--- src/rtl/led_scroll_display.sv ---
// led_scroll_display: stores a column stream from the message sequencer as
// rendered glyph columns, scrolls a NUM_COLS-wide window across the stored
// message and scans it onto a column-multiplexed 8-row LED matrix.
// Optional build macro LED_ACTIVE_LOW_EN: col_sel and row_data are driven
// active-low from their output registers; all internal logic is unchanged.
module led_scroll_display #(
    parameter int NUM_COLS   = 8,
    parameter int MSG_COLS   = 64,
    parameter int SCAN_DIV   = 1000,
    parameter int SCROLL_DIV = 2500000
) (
    input  logic                        clk,
    input  logic                        rst,
    input  logic                        write,
    input  logic [7:0]                  char_in,
    input  logic [1:0]                  column,
    output logic [NUM_COLS-1:0]         col_sel,
    output logic [7:0]                  row_data,
    output logic [$clog2(MSG_COLS):0]   msg_len,
    output logic                        busy,
    output logic                        overflow
);

    localparam int AW     = $clog2(MSG_COLS);
    localparam int LW     = AW + 1;
    localparam int KW     = $clog2(NUM_COLS);
    localparam int SCAN_W = (SCAN_DIV > 1) ? $clog2(SCAN_DIV) : 1;
    localparam int SCRL_W = (SCROLL_DIV > 1) ? $clog2(SCROLL_DIV) : 1;

`ifdef LED_ACTIVE_LOW_EN
    localparam logic ACT_INV = 1'b1;
`else
    localparam logic ACT_INV = 1'b0;
`endif
    localparam logic [7:0]          ROW_XOR = {8{ACT_INV}};
    localparam logic [NUM_COLS-1:0] COL_XOR = {NUM_COLS{ACT_INV}};
    localparam logic [NUM_COLS-1:0] COL_RST = COL_XOR ^ NUM_COLS'(1);

    typedef enum logic {
        ST_IDLE = 1'b0,
        ST_FILL = 1'b1
    } state_t;

    // 3x7 glyph font; bit0 is the top row, column 3 is the inter-character gap
    function automatic logic [7:0] font_col(input logic [7:0] ch, input logic [1:0] col);
        logic [23:0] g;
        case (ch)
            8'h20: g = 24'h000000;  // ' '
            8'h2D: g = 24'h080808;  // '-'
            8'h3A: g = 24'h002400;  // ':'
            8'h28: g = 24'h003E41;  // '('
            8'h29: g = 24'h413E00;  // ')'
            8'h30: g = 24'h3E493E;
            8'h31: g = 24'h427F40;
            8'h32: g = 24'h62514E;
            8'h33: g = 24'h224936;
            8'h34: g = 24'h0F087F;
            8'h35: g = 24'h4F4931;
            8'h36: g = 24'h3E4932;
            8'h37: g = 24'h017907;
            8'h38: g = 24'h364936;
            8'h39: g = 24'h26493E;
            8'h41: g = 24'h7E097E;
            8'h42: g = 24'h7F4936;
            8'h43: g = 24'h3E4122;
            8'h44: g = 24'h7F413E;
            8'h45: g = 24'h7F4941;
            8'h46: g = 24'h7F0901;
            8'h47: g = 24'h3E417A;
            8'h48: g = 24'h7F087F;
            8'h49: g = 24'h417F41;
            8'h4A: g = 24'h20403F;
            8'h4B: g = 24'h7F0877;
            8'h4C: g = 24'h7F4040;
            8'h4D: g = 24'h7F067F;
            8'h4E: g = 24'h7F1C7F;
            8'h4F: g = 24'h3E413E;
            8'h50: g = 24'h7F0906;
            8'h51: g = 24'h3E617E;
            8'h52: g = 24'h7F1966;
            8'h53: g = 24'h464931;
            8'h54: g = 24'h017F01;
            8'h55: g = 24'h3F403F;
            8'h56: g = 24'h1F601F;
            8'h57: g = 24'h7F307F;
            8'h58: g = 24'h770877;
            8'h59: g = 24'h077807;
            8'h5A: g = 24'h714947;
            default: g = 24'h7E427E;  // unknown code: hollow box
        endcase
        case (col)
            2'd0:    font_col = g[23:16];
            2'd1:    font_col = g[15:8];
            2'd2:    font_col = g[7:0];
            default: font_col = 8'h00;
        endcase
    endfunction

    state_t                state_q, state_d;
    logic [LW-1:0]         ptr_q, ptr_d;
    logic [LW-1:0]         len_q, len_d;
    logic [LW-1:0]         off_q, off_d;
    logic                  ovf_q, ovf_d;
    logic [SCAN_W-1:0]     scan_cnt_q, scan_cnt_d;
    logic [SCRL_W-1:0]     scrl_cnt_q, scrl_cnt_d;
    logic [KW-1:0]         k_q, k_d;
    logic [NUM_COLS-1:0]   col_q, col_d;
    logic [7:0]            row_q, row_d;
    logic [7:0]            mem_q [MSG_COLS];
    logic                  mem_we_s;
    logic [AW-1:0]         mem_addr_s;
    logic [7:0]            font_s;
    logic                  scan_wrap_s;
    logic                  scrl_wrap_s;
    logic [31:0]           win_a_s;
    logic [7:0]            pix_s;

    // Glyph column for the incoming write
    always_comb begin
        font_s = font_col(char_in, column);
    end

    // Fill-burst FSM, write pointer, overflow flag and scroll offset
    always_comb begin
        state_d    = state_q;
        ptr_d      = ptr_q;
        len_d      = len_q;
        off_d      = off_q;
        ovf_d      = ovf_q;
        scrl_cnt_d = scrl_cnt_q;
        mem_we_s   = 1'b0;
        mem_addr_s = ptr_q[AW-1:0];
        scrl_wrap_s = (scrl_cnt_q == SCRL_W'(SCROLL_DIV - 1));
        case (state_q)
            ST_IDLE: begin
                if (write) begin
                    // burst start wins over a coincident scroll step
                    state_d    = ST_FILL;
                    ovf_d      = 1'b0;
                    mem_we_s   = 1'b1;
                    mem_addr_s = '0;
                    ptr_d      = LW'(1);
                end else if (len_q != '0) begin
                    if (scrl_wrap_s) begin
                        scrl_cnt_d = '0;
                        off_d = (off_q == len_q - LW'(1)) ? '0 : off_q + LW'(1);
                    end else begin
                        scrl_cnt_d = scrl_cnt_q + SCRL_W'(1);
                    end
                end else begin
                    scrl_cnt_d = scrl_cnt_q;
                end
            end
            ST_FILL: begin
                if (write) begin
                    if (ptr_q == LW'(MSG_COLS)) begin
                        ovf_d = 1'b1;  // pointer saturates, column dropped
                    end else begin
                        mem_we_s = 1'b1;
                        ptr_d    = ptr_q + LW'(1);
                    end
                end else begin
                    // any gap in the write stream closes the burst
                    state_d    = ST_IDLE;
                    len_d      = ptr_q;
                    off_d      = '0;
                    scrl_cnt_d = '0;
                end
            end
            default: begin
                state_d = ST_IDLE;
            end
        endcase
    end

    // Column scan: divider, scan index and one-hot column rotation
    always_comb begin
        scan_wrap_s = (scan_cnt_q == SCAN_W'(SCAN_DIV - 1));
        scan_cnt_d  = scan_cnt_q + SCAN_W'(1);
        k_d         = k_q;
        col_d       = col_q;
        if (scan_wrap_s) begin
            scan_cnt_d = '0;
            k_d        = (k_q == KW'(NUM_COLS - 1)) ? '0 : k_q + KW'(1);
            col_d      = {col_q[NUM_COLS-2:0], col_q[NUM_COLS-1]};
        end else begin
            scan_cnt_d = scan_cnt_q + SCAN_W'(1);
        end
    end

    // Window mapping: pixel column for the scan index taking effect next
    always_comb begin
        win_a_s = 32'(off_d) + 32'(k_d);
        if (win_a_s >= 32'(len_d)) begin
            win_a_s = win_a_s - 32'(len_d);
        end else begin
            win_a_s = win_a_s;
        end
        if ((len_d == '0) || (win_a_s >= 32'(len_d))) begin
            pix_s = 8'h00;  // empty message or message narrower than the window
        end else begin
            pix_s = mem_q[win_a_s[AW-1:0]];
        end
    end

    // Row register: blank while filling, otherwise refreshed with col_sel
    always_comb begin
        if (state_d == ST_FILL) begin
            row_d = ROW_XOR;
        end else if (scan_wrap_s) begin
            row_d = ROW_XOR ^ pix_s;
        end else begin
            row_d = row_q;
        end
    end

    // State and output registers
    always_ff @(posedge clk or posedge rst) begin
        if (rst) begin
            state_q    <= ST_IDLE;
            ptr_q      <= '0;
            len_q      <= '0;
            off_q      <= '0;
            ovf_q      <= 1'b0;
            scan_cnt_q <= '0;
            scrl_cnt_q <= '0;
            k_q        <= '0;
            col_q      <= COL_RST;
            row_q      <= ROW_XOR;
        end else begin
            state_q    <= state_d;
            ptr_q      <= ptr_d;
            len_q      <= len_d;
            off_q      <= off_d;
            ovf_q      <= ovf_d;
            scan_cnt_q <= scan_cnt_d;
            scrl_cnt_q <= scrl_cnt_d;
            k_q        <= k_d;
            col_q      <= col_d;
            row_q      <= row_d;
        end
    end

    // Column memory; contents are not reset
    always_ff @(posedge clk) begin
        if (mem_we_s) begin
            mem_q[mem_addr_s] <= font_s;
        end
    end

    assign col_sel  = col_q;
    assign row_data = row_q;
    assign msg_len  = len_q;
    assign busy     = (state_q == ST_FILL);
    assign overflow = ovf_q;

endmodule

--- config.mk ---
export PLATFORM = sky130hd
export DESIGN_NAME = led_scroll_display
export DESIGN_NICKNAME = d
export VERILOG_FILES = /design/src/rtl/led_scroll_display.sv
export SDC_FILE = /design/constraint.sdc
export NUM_CORES = 1
export LEC_CHECK = 0
export BUFFER_PORTS_ARGS = -buffer_cell sky130_fd_sc_hd__buf_4
export CORE_ASPECT_RATIO = 2
export CORE_UTILIZATION = 55
export DETAILED_ROUTE_END_ITERATION = 12
export PLACE_DENSITY = 0.83
export SETUP_SLACK_MARGIN = 0.02
export SLEW_MARGIN = 20
export SYNTH_ARGS = -nofsm -noshare
export SYNTH_HDL_FRONTEND = slang
export SYNTH_SLANG_ARGS = --single-unit
--- constraint.sdc ---
create_clock -name clk -period 22.2 [get_ports clk]
set_input_delay 2.22 -clock clk [delete_from_list [all_inputs] [get_ports clk]]
set_output_delay 2.22 -clock clk [all_outputs]
set_load 0.02 [all_outputs]
Yosys cells after proc, flatten, opt, wreduce, memory -nomap -nowiden
Memory sizes are Yosys's and may differ from the RTL's.
Cells that the tools add are included.
{ "totals": {"ff_bits": 74, "mem_bits_rw": 512, "romBits": 2688, "inputBits": 13, "out_inout_bits": 25, "mem_count": 2} }
{ "op_classes": {"n_addsub": 8, "n_lt_le_gt_ge": 2, "n_eq_ne": 14, "mux": 38, "bitwise_logic": 1, "reduce_logical": 8} }
{ "mem_list": {"columns": ["name", "depth", "width", "rd", "rd_ports_with_merged_regs", "write_ports", "line_no", "rtl"], "rows": [
  ["(no name shown)", 128, 21, 1, 0, 0, "47", "case (ch)"],
  ["mem_q", 64, 8, 1, 0, 1, "109", "logic [7:0] mem_q [MSG_COLS];"]
]} }
{ "ops": {"columns": ["op", "count"], "rows": [
  ["$mux 22", 4],
  ["$mux 7", 10],
  ["$pmux 22 s2", 1],
  ["$ge 32x7->1", 1],
  ["$mux 32", 1],
  ["$pmux 7 s2", 2],
  ["$mux 24", 1],
  ["$mux 8", 3],
  ["$pmux 8 s3", 1],
  ["$add 22x1->22 const B", 1],
  ["$eq 22x22->1 const B", 1],
  ["$add 7x1->7 const B", 2],
  ["$mux 6", 2],
  ["$ne 2x2->1 const B", 6],
  ["$add 10x1->10 const B", 1],
  ["$eq 10x10->1 const B", 1],
  ["$mux 10", 1],
  ["$reduce_and 3->1", 3],
  ["$sub 8x7->9", 1],
  ["$add 7x3->8", 1],
  ["$ge 8x7->1", 1],
  ["$mux 1", 8],
  ["$eq 7x7->1", 1],
  ["$eq 7x7->1 const B", 1],
  ["other kinds (14)", 16]
]} }

Longest topological paths before layout
{ "logic_depth": {"ltp_word": 15, "mapped_depth": 40, "depth_no_buf": 36} }

Worst setup path after synthesis
OpenSTA, ideal clock, no wires.
{ "synth_timing": {"path_kind": "input to register", "startpoint": "input write", "endpoint": "register row_q[6], in the netlist row_data[6]", "setup_ps": 87, "t_arrival_ps": 8259, "required_ps": 22113, "setup_slack_ps": 13854, "path_stages": 33, "n_path_buf": 4, "path_cell_list": "clkbuf_1 nor4_1 and3_1 a21oi_1 o21ai_0 ha_1 a21o_1 a21oi_1 nor3_1 xor2_1 ha_1 nand2_1 nor3_1 or2_2 or2_2 a21oi_4 mux2i_1 inv_2 buf_4 clkbuf_1 ha_1 a21o_1 a21o_1 a21o_1 a21oi_1 nor2b_1 o21ai_0 o311a_1 o21ai_0 nor2b_1 clkbuf_1 o31ai_1 o211ai_1"} }
{ "synth_between": {"elab_chain_cells": 10, "word_cells_on_any_way": 18} }
{ "synth_lines": {"columns": ["item", "line_no", "rtl"], "rows": [
  ["start: declaration", "14", "input logic write,"],
  ["$mux 7 (on tied branches)", "155, 136", null],
  ["$pmux 7 s2 (*)", "134", "case (state_q)"],
  ["via off_d[1]", "102", "logic [LW-1:0] off_q, off_d;"],
  ["$add 7x3->8 (*)", "193", "win_a_s = 32'(off_d) + 32'(k_d);"],
  ["$sub 8x7->9 or $ge 8x7->1 (tied branches)", "195, 194", null],
  ["$mux 32 (*)", "194", "if (win_a_s >= 32'(len_d)) begin"],
  ["$ge 32x7->1", "199", "if ((len_d == '0) || (win_a_s >= 32'(len_d))) begin"],
  ["$logic_or 1x1->1", "199", null],
  ["$mux 8 (*)", "199", null],
  ["$mux 8 (*)", "210", "end else if (scan_wrap_s) begin"],
  ["$mux 8 (*)", "208", "if (state_d == ST_FILL) begin"],
  ["end signal: assignment", "240", "row_q <= row_d;"],
  ["end: declaration", "108", "logic [7:0] row_q, row_d;"]
]} }
Mark *: on every way through the listed nets, which the timed path passes. The rest lies on a longest branch. The select of a mux whose other input is x is not followed.
A chain may end at the register's enable or synchronous reset.

Worst setup path after layout
{ "layout_timing": {"startpoint": "register len_q[0], in the netlist msg_len[0]", "endpoint": "register row_q[6], in the netlist row_data[6]"} }
{ "layout_between": {"elab_chain_cells": 15, "word_cells_on_any_way": 21} }
{ "layout_lines": {"columns": ["item", "line_no", "rtl"], "rows": [
  ["start: declaration", "101", "logic [LW-1:0] len_q, len_d;"],
  ["start signal: assignment", "233", "len_q <= len_d;"],
  ["$sub 7x1->7", "146", "off_d = (off_q == len_q - LW'(1)) ? '0 : off_q + LW'(1);"],
  ["$eq 7x7->1", "146", null],
  ["$mux 7", "146", null],
  ["$mux 7", "144", "if (scrl_wrap_s) begin"],
  ["$mux 7 (*)", "143", "end else if (len_q != '0) begin"],
  ["$mux 7 (*)", "136", "if (write) begin"],
  ["$pmux 7 s2 (*)", "134", null],
  ["via off_d[1]", "102", null],
  ["$add 7x3->8 (*)", "193", null],
  ["$sub 8x7->9 or $ge 8x7->1 (tied branches)", "195, 194", null],
  ["$mux 32 (*)", "194", null],
  ["$ge 32x7->1", "199", null],
  ["$logic_or 1x1->1", "199", null],
  ["$mux 8 (*)", "199", null],
  ["$mux 8 (*)", "210", null],
  ["$mux 8 (*)", "208", null]
]} }
Marked as above.

==> results_dict.tcl <==
set metrics [dict create \
    dieArea_sq_mm 0.0455 \
    cts_num_sinks 521 \
    seq_area_frac_synth_pct 62.3 \
    synth_top_family_by_area "compound AO/OA/AOI/OAI gates" \
    ant_nets 0 \
    grt_pass1_wl_um 103000 \
    slowest_stage "a222oi_1" \
    syn_inst 1976 \
    cts_buffers 42 \
    grt_use_met2_pct 55.3 \
    synth.area.mux_share_pct 5.45 \
    min_period_over_period_pct 46.4 \
    critPathMaxFanout 76 \
    worstSkewPairLatency_ns 0.58 \
    vias 17200 \
    crit_required_ns 22.69 \
    hold_depth 1 \
    clk_pin_slew_ns 0.07 \
    synth_flop_cell "edfxtp_1" \
    grt_overflow 0 \
    grt_use_total_pct 30.9 \
    grt_start_max_net_pins 89 \
    drv_cap 0 \
    arrival_ns 10.80 \
    power_leakage_nw 9.98 \
    htree_num_levels 2 \
    grt_util_met3_pct 4.21 \
    start_kind "register" \
    synth_compound_area_share_pct 15.6 \
    hold_violations 0 \
    rows 109 \
    worst_r2r_startpoint "msg_len[0]$_DFF_PP0_" \
    max_stage_delay_ns 0.81 \
    reg2reg_slack_ns 11.90 \
    cts_resized 0 \
    die_h_um 301 \
    synth-xor-area-share_pct 1.39 \
    n_antenna_cell 0 \
    dr.pass1.iters 9 \
    wl_um 68700 \
    async_reset_ff_share_pct 14.0 \
    cpMostUsedCell "o21ai_0" \
    core_sq_mm 0.0441 \
    fin_skew_ns 0.0287 \
    ys_ff_latch 521 \
    dp_hpwl_um 46000 \
    synth_cell_type_count 80 \
    drt_iter0_drc 2026 \
    io_buffers 36 \
    critPathCaptureType "register" \
    holdBufCountCts 0 \
    hold_start "scan_cnt_q[0]$_DFF_PP0_" \
    r2r_cells 35 \
    worstSetupPathType "register to register" \
    layout-drive-gt1-share_pct 9.42 \
    cts_buffer_depth 3 \
    nets 2002 \
    place_area_sq_mm 0.0253 \
    clock.fmax_mhz 97.0 \
    gp_congestion 1.05 \
    yosysWarnings 0 \
    grt_antenna_before_repair 0 \
    worstMarginPinSlew_ns 1.08 \
    final_cell_area_sq_mm 0.0267 \
    drv_slew 0 \
    synth_fa_ha_area_share_pct 1.85 \
    tns_ns 0 \
    peakVddDrop_uv 80.2 \
    grt_pass1_vias 17300 \
    cts_tree "built" \
    worst_r2r_endpoint "row_data[6]$_DFFE_PP0P_" \
    met1_usage_pct 32.3 \
    cts-root-buf "clkbuf_16" \
    crit_family "compound AO/OA/AOI/OAI gates" \
    die_x_um 151 \
    num_io_pins 38 \
    yosysTopAreaCellShare_pct 54.8 \
    grt-busiest-layer "met2" \
    hold_end "scan_cnt_q[0]$_DFF_PP0_" \
    layout_min_cycle_time_ns 10.30 \
    synthSimpleGateAreaFrac_pct 10.5 \
    syn-cell-area_sq_mm 0.0245 \
    route.detailed.drc 0 \
    netlist.top_cell.by_area "edfxtp_1" \
    ys_top_cells_by_area "edfxtp_1 55%, dfrtp_1 7.3%, mux2i_1 4.1%" \
    post_cts_buffers 0 \
    pwr_density_cell_mw_per_mm2 108 \
    status "complete, no violations" \
    rsz0062_at_grt "no" \
    viasPerCell 6.78 \
    synth_enable_flop_cells 448 \
    setup_viol 0 \
    syn_avg_cell_area_sq_um 12.4 \
    slew_headroom_pct 27.5 \
    synthToLayoutAreaGrowth_pct 8.79 \
    path_buf_inv 5 \
    syn_nets 2024 \
    hp-class "register to register" \
    initial_core_util_pct 55.7 \
    wire_per_inst_um 27.0 \
]
[state kept, by name, summed over array words and instances (netlist names)]
register	cells
busy	1
col_sel	8
k_q	3
mem_q	448
msg_len	7
off_q	7
overflow	1
ptr_q	7
row_data	7
scan_cnt_q	10
scrl_cnt_q	22
[power breakdown]
group | switching [mW] | internal [mW]
logic | 0.683 | 0.310
registers | 0.0180 | 1.09
clock network | 0.349 | 0.424
[cell families (layout without fill, tap and decap cells)]
group,after synthesis,count (layout)
buffers and inverters,172,182
xor gates and xnor gates,39,39
muxes,129,129
DFF,521,521
adders and majority gates,35,35
AOI/OAI and AO/OA,519,519
and+or+nand+nor,560,560
other,1,1
[stage by stage]
step                setup WS (ns)  utilization (%)  hold WS (ns)  power [mW]  instances
floorplan                   13.85                -         0.447        1.78       1976
global placement            11.28             57.3         0.475        2.06       2464
detailed placement          11.55             57.4         0.484        2.08       2465
CTS                         12.00             60.6         0.493        2.85       2541
global route                11.06             60.6         0.505        2.96       2541
finish                      11.90             60.6         0.486        2.87       2541
[Yosys cell counts (13+ instances only)]
library cell    n
a211oi_1      104
a21oi_1        74
a31oi_1        22
and3_1         27
buf_1          14
buf_2          22
clkbuf_1       82
dfrtp_1        72
edfxtp_1      448
ha_1           33
inv_1          42
mux2_2         27
mux2i_1       101
nand2_1       203
nand3_1        65
nand4_1        17
nor2_1        145
nor2b_1        18
nor3_1         18
o211a_1        83
o211ai_1       40
o21ai_0        78
or3_1          13
xnor2_1        17
xor2_1         22
[final cells by class]
cell class              count  area [sq um]
inverters                  46           175
multi-input cells        1283          8670
well taps                 555           694
flip-flops and latches    521         15300
clock buffers              51          1130
clock inverters            25           290
repair buffers             60           470
fillers                  3325         17300
[cells in the final DEF, fill, tap and decap left out, types with 8 or more instances in the layout]
| master | n |
|---|---|
| clkbuf_16 | 43 |
| buf_4 | 59 |
| nand2_1 | 203 |
| ha_1 | 33 |
| inv_1 | 39 |
| edfxtp_1 | 448 |
| a21o_1 | 8 |
| mux2_2 | 27 |
| o41ai_1 | 8 |
| nor2b_1 | 18 |
| nand4_1 | 17 |
| mux2i_1 | 100 |
| xnor2_1 | 17 |
| o21ai_0 | 76 |
| o211ai_1 | 40 |
| and3_1 | 27 |
| a32o_1 | 9 |
| nor2_1 | 145 |
| o21a_1 | 11 |
| xor2_1 | 22 |
| o211a_1 | 83 |
| a31oi_1 | 21 |
| dfrtp_1 | 72 |
| and2_1 | 10 |
| nor3_1 | 16 |
| a21oi_1 | 74 |
| a32oi_1 | 12 |
| or3_1 | 13 |
| nand3_1 | 65 |
| a211oi_1 | 103 |
[worst max-delay path by stage]
stage,to,cells past startpoint,startpoint,slack [ns]
floorplan,row_data[6]$_DFFE_PP0P_,33,write,13.85
global placement,row_data[0]$_DFFE_PP0P_,33,write,11.28
detailed placement,row_data[6]$_DFFE_PP0P_,30,write,11.55
CTS,row_data[6]$_DFFE_PP0P_,35,msg_len[0]$_DFF_PP0_,12.00
global route,row_data[6]$_DFFE_PP0P_,35,msg_len[0]$_DFF_PP0_,11.06
finish,row_data[6]$_DFFE_PP0P_,35,msg_len[0]$_DFF_PP0_,11.90
[layer usage]
layer  share of wire [%]  vias to the layer above
met1                  31                     8414
met2                  53                      986
met5                   0                        -
li1                    -                     7550
met4                 8.4                        0
met3                 6.9                      277
Note: power is estimated with default switching activity, not from simulation.
